===== src/rtl/seg7_pkg.sv =====
// Shared constants for the hex seven-segment display: per-nibble segment
// patterns (bits g..a, active-low), the all-off byte and the dp bit index.
package seg7_pkg;

  typedef logic [7:0] seg_byte_t;

  localparam int        DP_BIT    = 7;
  localparam seg_byte_t SEG_BLANK = 8'hFF;

  // Index n holds the pattern for nibble n (entry 0 is the rightmost literal).
  localparam logic [15:0][6:0] SEG_PATTERNS = {
    7'h0E, 7'h06, 7'h21, 7'h46, 7'h03, 7'h08, 7'h10, 7'h00,
    7'h78, 7'h02, 7'h12, 7'h19, 7'h30, 7'h24, 7'h79, 7'h40
  };

endpackage


===== src/rtl/seg7_hex_display_if.sv =====
// Host-side bus of the hex display: load strobe, data, dots, live controls,
// and the acknowledge and active-low segment outputs.
interface seg7_hex_display_if #(
  parameter int NDIG = 6
);

  logic                load;
  logic [4*NDIG-1:0]   data;
  logic [NDIG-1:0]     dots;
  logic [NDIG-1:0]     mask;
  logic                lzb;
  logic                blink;
  logic                ack;
  logic [8*NDIG-1:0]   n_hex;

  modport master (
    output load, data, dots, mask, lzb, blink,
    input  ack, n_hex
  );

  modport slave (
    input  load, data, dots, mask, lzb, blink,
    output ack, n_hex
  );

endinterface


===== src/rtl/seg7_digit_enc.sv =====
// Combinational single-digit encoder: (nibble, dot, blank) -> active-low
// byte {dp,g,f,e,d,c,b,a}.
import seg7_pkg::*;

module seg7_digit_enc (
  input  logic      [3:0] nibble,
  input  logic            dot,
  input  logic            blank,
  output seg_byte_t       seg
);

  always_comb begin
    seg         = SEG_BLANK;
    if (!blank) begin
      seg[6:0]    = SEG_PATTERNS[nibble];
      seg[DP_BIT] = ~dot;
    end
  end

endmodule


===== src/rtl/seg7_hex_display.sv =====
// Multi-digit hex display: shadow registers loaded by strobe, per-digit
// encoding, whole-display blink, registered output.
// Leading-zero blanking is built only when SEG7_HEX_DISPLAY_LZB_EN is defined.
import seg7_pkg::*;

module seg7_hex_display #(
  parameter int NDIG       = 6,
  parameter int BLINK_HALF = 25000000
) (
  input  logic               clk,
  input  logic               rst,
  seg7_hex_display_if.slave  bus
);

  localparam int CNT_W = $clog2(BLINK_HALF);

  logic [4*NDIG-1:0] data_q;
  logic [NDIG-1:0]   dots_q;
  logic              valid;
  logic              ack_q;
  logic [CNT_W-1:0]  cnt;
  logic              phase;
  logic              cnt_wrap;
  logic              phase_next;
  logic [NDIG-1:0]   lz_blank;
  logic [8*NDIG-1:0] seg_next;
  logic [8*NDIG-1:0] n_hex_q;

  assign cnt_wrap   = bus.blink && (cnt == CNT_W'(BLINK_HALF - 1));
  // The output register uses next-cycle phase so the blank window lines up
  // with the phase register and dropping blink restores the display at once.
  assign phase_next = bus.blink && (phase ^ cnt_wrap);

`ifdef SEG7_HEX_DISPLAY_LZB_EN
  logic lz_run;

  always_comb begin
    lz_blank = '0;
    lz_run   = bus.lzb;
    for (int i = NDIG - 1; i >= 1; i--) begin
      lz_run      = lz_run && (data_q[4*i +: 4] == 4'h0) && !dots_q[i];
      lz_blank[i] = lz_run;
    end
  end
`else
  assign lz_blank = '0;
`endif

  for (genvar i = 0; i < NDIG; i++) begin : g_dig
    seg7_digit_enc u_enc (
      .nibble (data_q[4*i +: 4]),
      .dot    (dots_q[i]),
      .blank  (bus.mask[i] | lz_blank[i]),
      .seg    (seg_next[8*i +: 8])
    );
  end

  always_ff @(posedge clk) begin
    if (rst) begin
      data_q  <= '0;
      dots_q  <= '0;
      valid   <= 1'b0;
      ack_q   <= 1'b0;
      cnt     <= '0;
      phase   <= 1'b0;
      n_hex_q <= {NDIG{SEG_BLANK}};
    end else begin
      if (bus.load) begin
        data_q <= bus.data;
        dots_q <= bus.dots;
        valid  <= 1'b1;
      end
      ack_q <= bus.load;

      if (!bus.blink || cnt_wrap) cnt <= '0;
      else                        cnt <= cnt + CNT_W'(1);
      phase <= phase_next;

      n_hex_q <= (valid && !phase_next) ? seg_next : {NDIG{SEG_BLANK}};
    end
  end

  assign bus.ack   = ack_q;
  assign bus.n_hex = n_hex_q;

endmodule

===== src/flat_wrapper.sv =====
// flat-port wrapper written by rule: the top's interface ports become plain ports
module seg7_hex_display_flat 
#(
  parameter int NDIG       = 6,
  parameter int BLINK_HALF = 25000000
)
  (clk, rst, bus_load, bus_data, bus_dots, bus_mask, bus_lzb, bus_blink, bus_ack, bus_n_hex);
  seg7_hex_display_if #(.NDIG(NDIG)) bus_i ();
  input  logic clk;
  input  logic rst;
  input wire logic [$bits(bus_i.load)-1:0] bus_load;
  input wire logic [$bits(bus_i.data)-1:0] bus_data;
  input wire logic [$bits(bus_i.dots)-1:0] bus_dots;
  input wire logic [$bits(bus_i.mask)-1:0] bus_mask;
  input wire logic [$bits(bus_i.lzb)-1:0] bus_lzb;
  input wire logic [$bits(bus_i.blink)-1:0] bus_blink;
  output wire logic [$bits(bus_i.ack)-1:0] bus_ack;
  output wire logic [$bits(bus_i.n_hex)-1:0] bus_n_hex;
  assign bus_i.load = bus_load;
  assign bus_i.data = bus_data;
  assign bus_i.dots = bus_dots;
  assign bus_i.mask = bus_mask;
  assign bus_i.lzb = bus_lzb;
  assign bus_i.blink = bus_blink;
  assign bus_ack = bus_i.ack;
  assign bus_n_hex = bus_i.n_hex;
  seg7_hex_display #(.NDIG(NDIG), .BLINK_HALF(BLINK_HALF)) u_core (.clk(clk), .rst(rst), .bus(bus_i));
endmodule

===== config.mk =====
export PLATFORM = sky130hd
export DESIGN_NAME = seg7_hex_display_flat
export DESIGN_NICKNAME = d
export VERILOG_FILES = /design/src/rtl/seg7_pkg.sv /design/src/rtl/seg7_hex_display_if.sv /design/src/rtl/seg7_digit_enc.sv /design/src/rtl/seg7_hex_display.sv /design/src/flat_wrapper.sv
export SDC_FILE = /design/constraint.sdc
export NUM_CORES = 1
export LEC_CHECK = 0
export ABC_CLOCK_PERIOD_IN_PS = 4300
export BUFFER_PORTS_ARGS = -buffer_cell sky130_fd_sc_hd__buf_2
export CORE_ASPECT_RATIO = 1.1
export CORE_MARGIN = 4
export CORE_UTILIZATION = 54
export CTS_CLUSTER_SIZE = 14
export DETAILED_ROUTE_END_ITERATION = 7
export PLACE_DENSITY = 0.78
export SKIP_LAST_GASP = 1
export SLEW_MARGIN = 20
export SYNTH_ARGS = -nofsm -noshare
export SYNTH_HDL_FRONTEND = slang
export SYNTH_SLANG_ARGS = --single-unit

===== constraint.sdc =====
create_clock -name clk -period 4.3 [get_ports clk]
set_input_delay 0.215 -clock clk [delete_from_list [all_inputs] [get_ports clk]]
set_output_delay 0.215 -clock clk [all_outputs]
set_load 0.02 [all_outputs]

==> flow_metrics.tcl <==
set metrics [dict create \
    outcome "complete, no violations" \
    reg2reg_to "u_core.bus.n_hex[24]$_SDFF_PP1_" \
    drive_above_1_share_pct 18.99 \
    worstPathMaxFanout 25 \
    p_sw_share_pct 26.29 \
    num_vias 4001 \
    detail_route.wl_per_cell_microns 14.73 \
    synth_top_family_by_area "simple AND/OR/NAND/NOR gates" \
    crit_family "compound AO/OA/AOI/OAI gates" \
    fin_crit_sh_pct 64.60 \
    end_kind "register" \
    path_depth 7 \
    initial_core_util_pct 56.07 \
    antenna_found_initial 0 \
    reg2reg_depth 7 \
    rsz0062_at_grt "false" \
    viasPerCell 5.519 \
    finalHoldViolCount 0 \
    io_pins 90 \
    p_leak_nw 2.232 \
    p_int_w 0.001402 \
    insertion_delay_ns 0.37 \
    grt_usage_pct 20.08 \
    syn_inst 541 \
    cts_root_buffer "clkbuf_8" \
    grt_pass1_vias 3796 \
    seqPwrFrac_pct 55.8 \
    synth-simple-area-share_pct 20.41 \
    dieArea_sq_um 10920 \
    rrSetupSlack_ns 1.52 \
    ys_warn_count 0 \
    min_to "u_core.bus.n_hex[15]$_SDFF_PP1_" \
    max-cap-violations 0 \
    max_clock_freq_ghz 0.3600 \
    globalplace.congestion 0.8776 \
    startpoint "u_core.cnt[0]$_SDFF_PP0_" \
    crit_required_ns 4.52 \
    grt_max_degree 34 \
    muxShareOfSynthArea_pct 11.05 \
    synth-xor-area-share_pct 4.008 \
    chipWidth_microns 99.99 \
    ys_types 42 \
    clk_pin_slew_ns 0.10 \
    ctsHoldBuffers 0 \
    fin_worst_skew_ns 0.007783 \
    crit_type "register to register" \
    p_comb_share_pct 11.5 \
    syn-cell-area_sq_um 5026 \
    cts_made_buffers 9 \
    multi_input_area_sq_um 2655 \
    drt_iter0_drc 161 \
    fin_setup_tns_ns 0 \
    regArea_sq_um 2122 \
    ant_nets 0 \
    clkPwrFrac_pct 32.7 \
    crit_chain "ha_1 -> inv_2 -> nor4_1 -> a21boi_1 -> o21ai_4 -> buf_4 -> o2111ai_1" \
    worst-path-buf-inv 2 \
    fp.dieH_microns 109.2 \
    powerDensity_nw_per_um2 335.3 \
    setup_viol 0 \
    slew_viol_final 0 \
    hold_path_depth 2 \
    cpMaxStageDelayCell "o21ai_4" \
    synth-compound-area-share_pct 7.991 \
    route.detailed.drc 0 \
    reg2reg_from "u_core.cnt[0]$_SDFF_PP0_" \
    htreeDepth 3 \
    cts_resized 0 \
    power.net_switching_w 0.0005000 \
    antenna_cells 0 \
    min-delay-start "bus_mask[1]" \
    clockBufferDepth 2 \
    yosysSeqAreaShare_pct 42.22 \
    dp_hpwl_microns 7598 \
    port_buffers 88 \
    syn2layout_area_growth_pct 12.85 \
    row_count 36 \
    routed_wl_microns 10680 \
    firstDrtPassIters 4 \
    cp_data_arrival_time_ns 3.00 \
    globalRoute.totalOverflow 0 \
    cts.sinks 106 \
    layout.nets 684 \
    ir_worst_vdd_mv 0.1911 \
    fin_crit_ns 2.778 \
    ys_ff_latch 106 \
    nFillCells 737 \
    slew_headroom_pct 37.29 \
    cts_setup_buffers 0 \
    hold_path_class "input port to register" \
    grt_pass1_wl_microns 17720 \
    max_stage_delay_ns 0.61 \
    utilization_pct 63.27 \
    synth.avg_cell_area_sq_um 9.290 \
    coreArea_sq_um 8964 \
    critPathLaunchType "register" \
    syn-num-nets 619 \
    cts_tree "yes" \
    worstMarginPinSlew_ns 0.9380 \
    yosys.area_share.adder_pct 9.211 \
]
## worst register-to-register path, cell delays in order (launching register included)
cell       delay (ns)
dfxtp_1          0.41
ha_1             0.32
inv_2            0.07
nor4_1           0.47
a21boi_1         0.21
o21ai_4          0.61
buf_4            0.39
o2111ai_1        0.15
## layout make-up
class | count | share of cell area [%]
inverter | 27 | 1.787
clock buffer | 10 | 2.427
sequential | 106 | 37.41
tap | 114 | 2.515
timing repair buffer | 89 | 7.898
multi-input combinational | 373 | 46.81
clock inverter | 6 | 1.147
## registers in the layout, indices dropped and copies added, names as in the netlist
| register | flops |
|---|---|
| u_core.data_q | 24 |
| u_core.cnt | 25 |
| u_core.valid | 1 |
| u_core.dots_q | 6 |
| u_core.bus.n_hex | 48 |
| u_core.phase | 1 |
| u_core.bus.ack | 1 |
## power groups by stage
stage | clock [W] | sequential, W | combinational (W)
floorplan | 0 | 0.00108 | 0.000152
global placement | 0 | 0.00108 | 0.000212
detailed placement | 0 | 0.00108 | 0.000219
CTS | 0.000638 | 0.00106 | 0.000221
global route | 0.000680 | 0.00107 | 0.000245
finish | 0.000621 | 0.00106 | 0.000220
## synthesized netlist by cell type
master     instances  area [sq um]
nand3b_1          12         90.09
and3_1             2         12.51
nand2b_1           7         43.79
mux2i_1           42         420.4
buf_4              1         7.510
o211ai_1           6         45.04
a21oi_1            6         30.03
or4_1              1         7.510
ha_1              37         462.9
buf_6              2         22.52
buf_1              3         11.26
o211a_1            1         10.01
nor4_1             3         18.77
nand4b_1           6         52.55
nand3_1           35         175.2
xor2_1            16         140.1
o21ai_0           30         150.1
mux4_2             6         135.1
nor4b_1            1         8.760
or2_2              1         6.260
a32oi_1            6         52.55
and2_1             1         6.260
nand4bb_1          1         11.26
buf_2              4         20.02
nor4_2             2         25.02
o21ai_2            1         8.760
and4b_1            1         10.01
nor3_1            10         50.05
nand4_1           14         87.58
clkbuf_1          25         93.84
nand2_1           30         112.6
or4b_1             1         10.01
nor2_1            69         259.0
and4_1             3         26.28
a22oi_1            6         45.04
nor2b_1            2         12.51
inv_1             26         97.59
xnor2_1            7         61.31
a21boi_1           1         7.510
o2111ai_1          6         52.55
inv_2              1         3.750
dfxtp_1          106          2122
## placed cells by master, fill, tap and decap left out, types with 2 or more instances in the layout
master     synthesis  final
nand4_1           14     14
o2111ai_1          6      6
xnor2_1            7      7
nand2b_1           7      7
mux4_2             6      6
nor2_1            69     69
o21ai_0           30     30
nand4b_1           6      6
clkinv_2           0      2
o211ai_1           6      6
nand3_1           35     35
nor4_2             2      2
a21oi_1            6      6
dfxtp_1          106    106
nor3_1            10     10
ha_1              37     37
a32oi_1            6      6
mux2i_1           42     42
and4_1             3      3
nor4_1             3      3
nand2_1           30     30
a22oi_1            6      6
nor2b_1            2      2
xor2_1            16     16
nand3b_1          12     12
clkbuf_8           0     10
inv_1             26     26
and3_1             2      2
buf_2              4     88
## worst max path at each step
stage | end | slack [ns]
finish | u_core.bus.n_hex[24]$_SDFF_PP1_ | 1.52
CTS | u_core.bus.n_hex[24]$_SDFF_PP1_ | 1.52
global route | u_core.bus.n_hex[24]$_SDFF_PP1_ | 1.29
global placement | u_core.bus.n_hex[24]$_SDFF_PP1_ | 1.61
floorplan | u_core.bus.n_hex[12]$_SDFF_PP1_ | 2.37
detailed placement | u_core.bus.n_hex[8]$_SDFF_PP1_ | 1.58
## per-layer routing
metal  global-route usage, %  vias to the layer above  routed length (microns)
met2                   34.56                      111                     5373
li1                        -                     2005                        -
met1                   25.20                     1873                     4530
met5                       0                        -                        0
met4                   6.352                        0                      143
met3                   4.223                       12                      634
## cell families (layout without fill, tap and decap cells)
logic type | count (synthesis) | in the layout
adders and majority gates | 37 | 37
AOI/OAI and AO/OA | 63 | 63
and+or+nand+nor | 202 | 202
buffers and inverters | 62 | 132
DFF | 106 | 106
xor gates and xnor gates | 23 | 23
muxes | 48 | 48
## through the flow
| step | setup slack (ns) | hold WS [ns] | power, W | cells | cell area, sq um |
|---|---|---|---|---|---|
| floorplan | 2.371 | 0.3251 | 0.001234 | 541 | 5026 |
| global placement | 1.609 | 0.3990 | 0.001292 | 709 | 5469 |
| detailed placement | 1.580 | 0.4102 | 0.001303 | 709 | 5469 |
| CTS | 1.517 | 0.05201 | 0.001920 | 725 | 5672 |
| global route | 1.292 | 0.06457 | 0.001994 | 725 | 5672 |
| finish | 1.522 | 0.07118 | 0.001902 | 725 | 5672 |
Power figures use the tool's default switching activity.
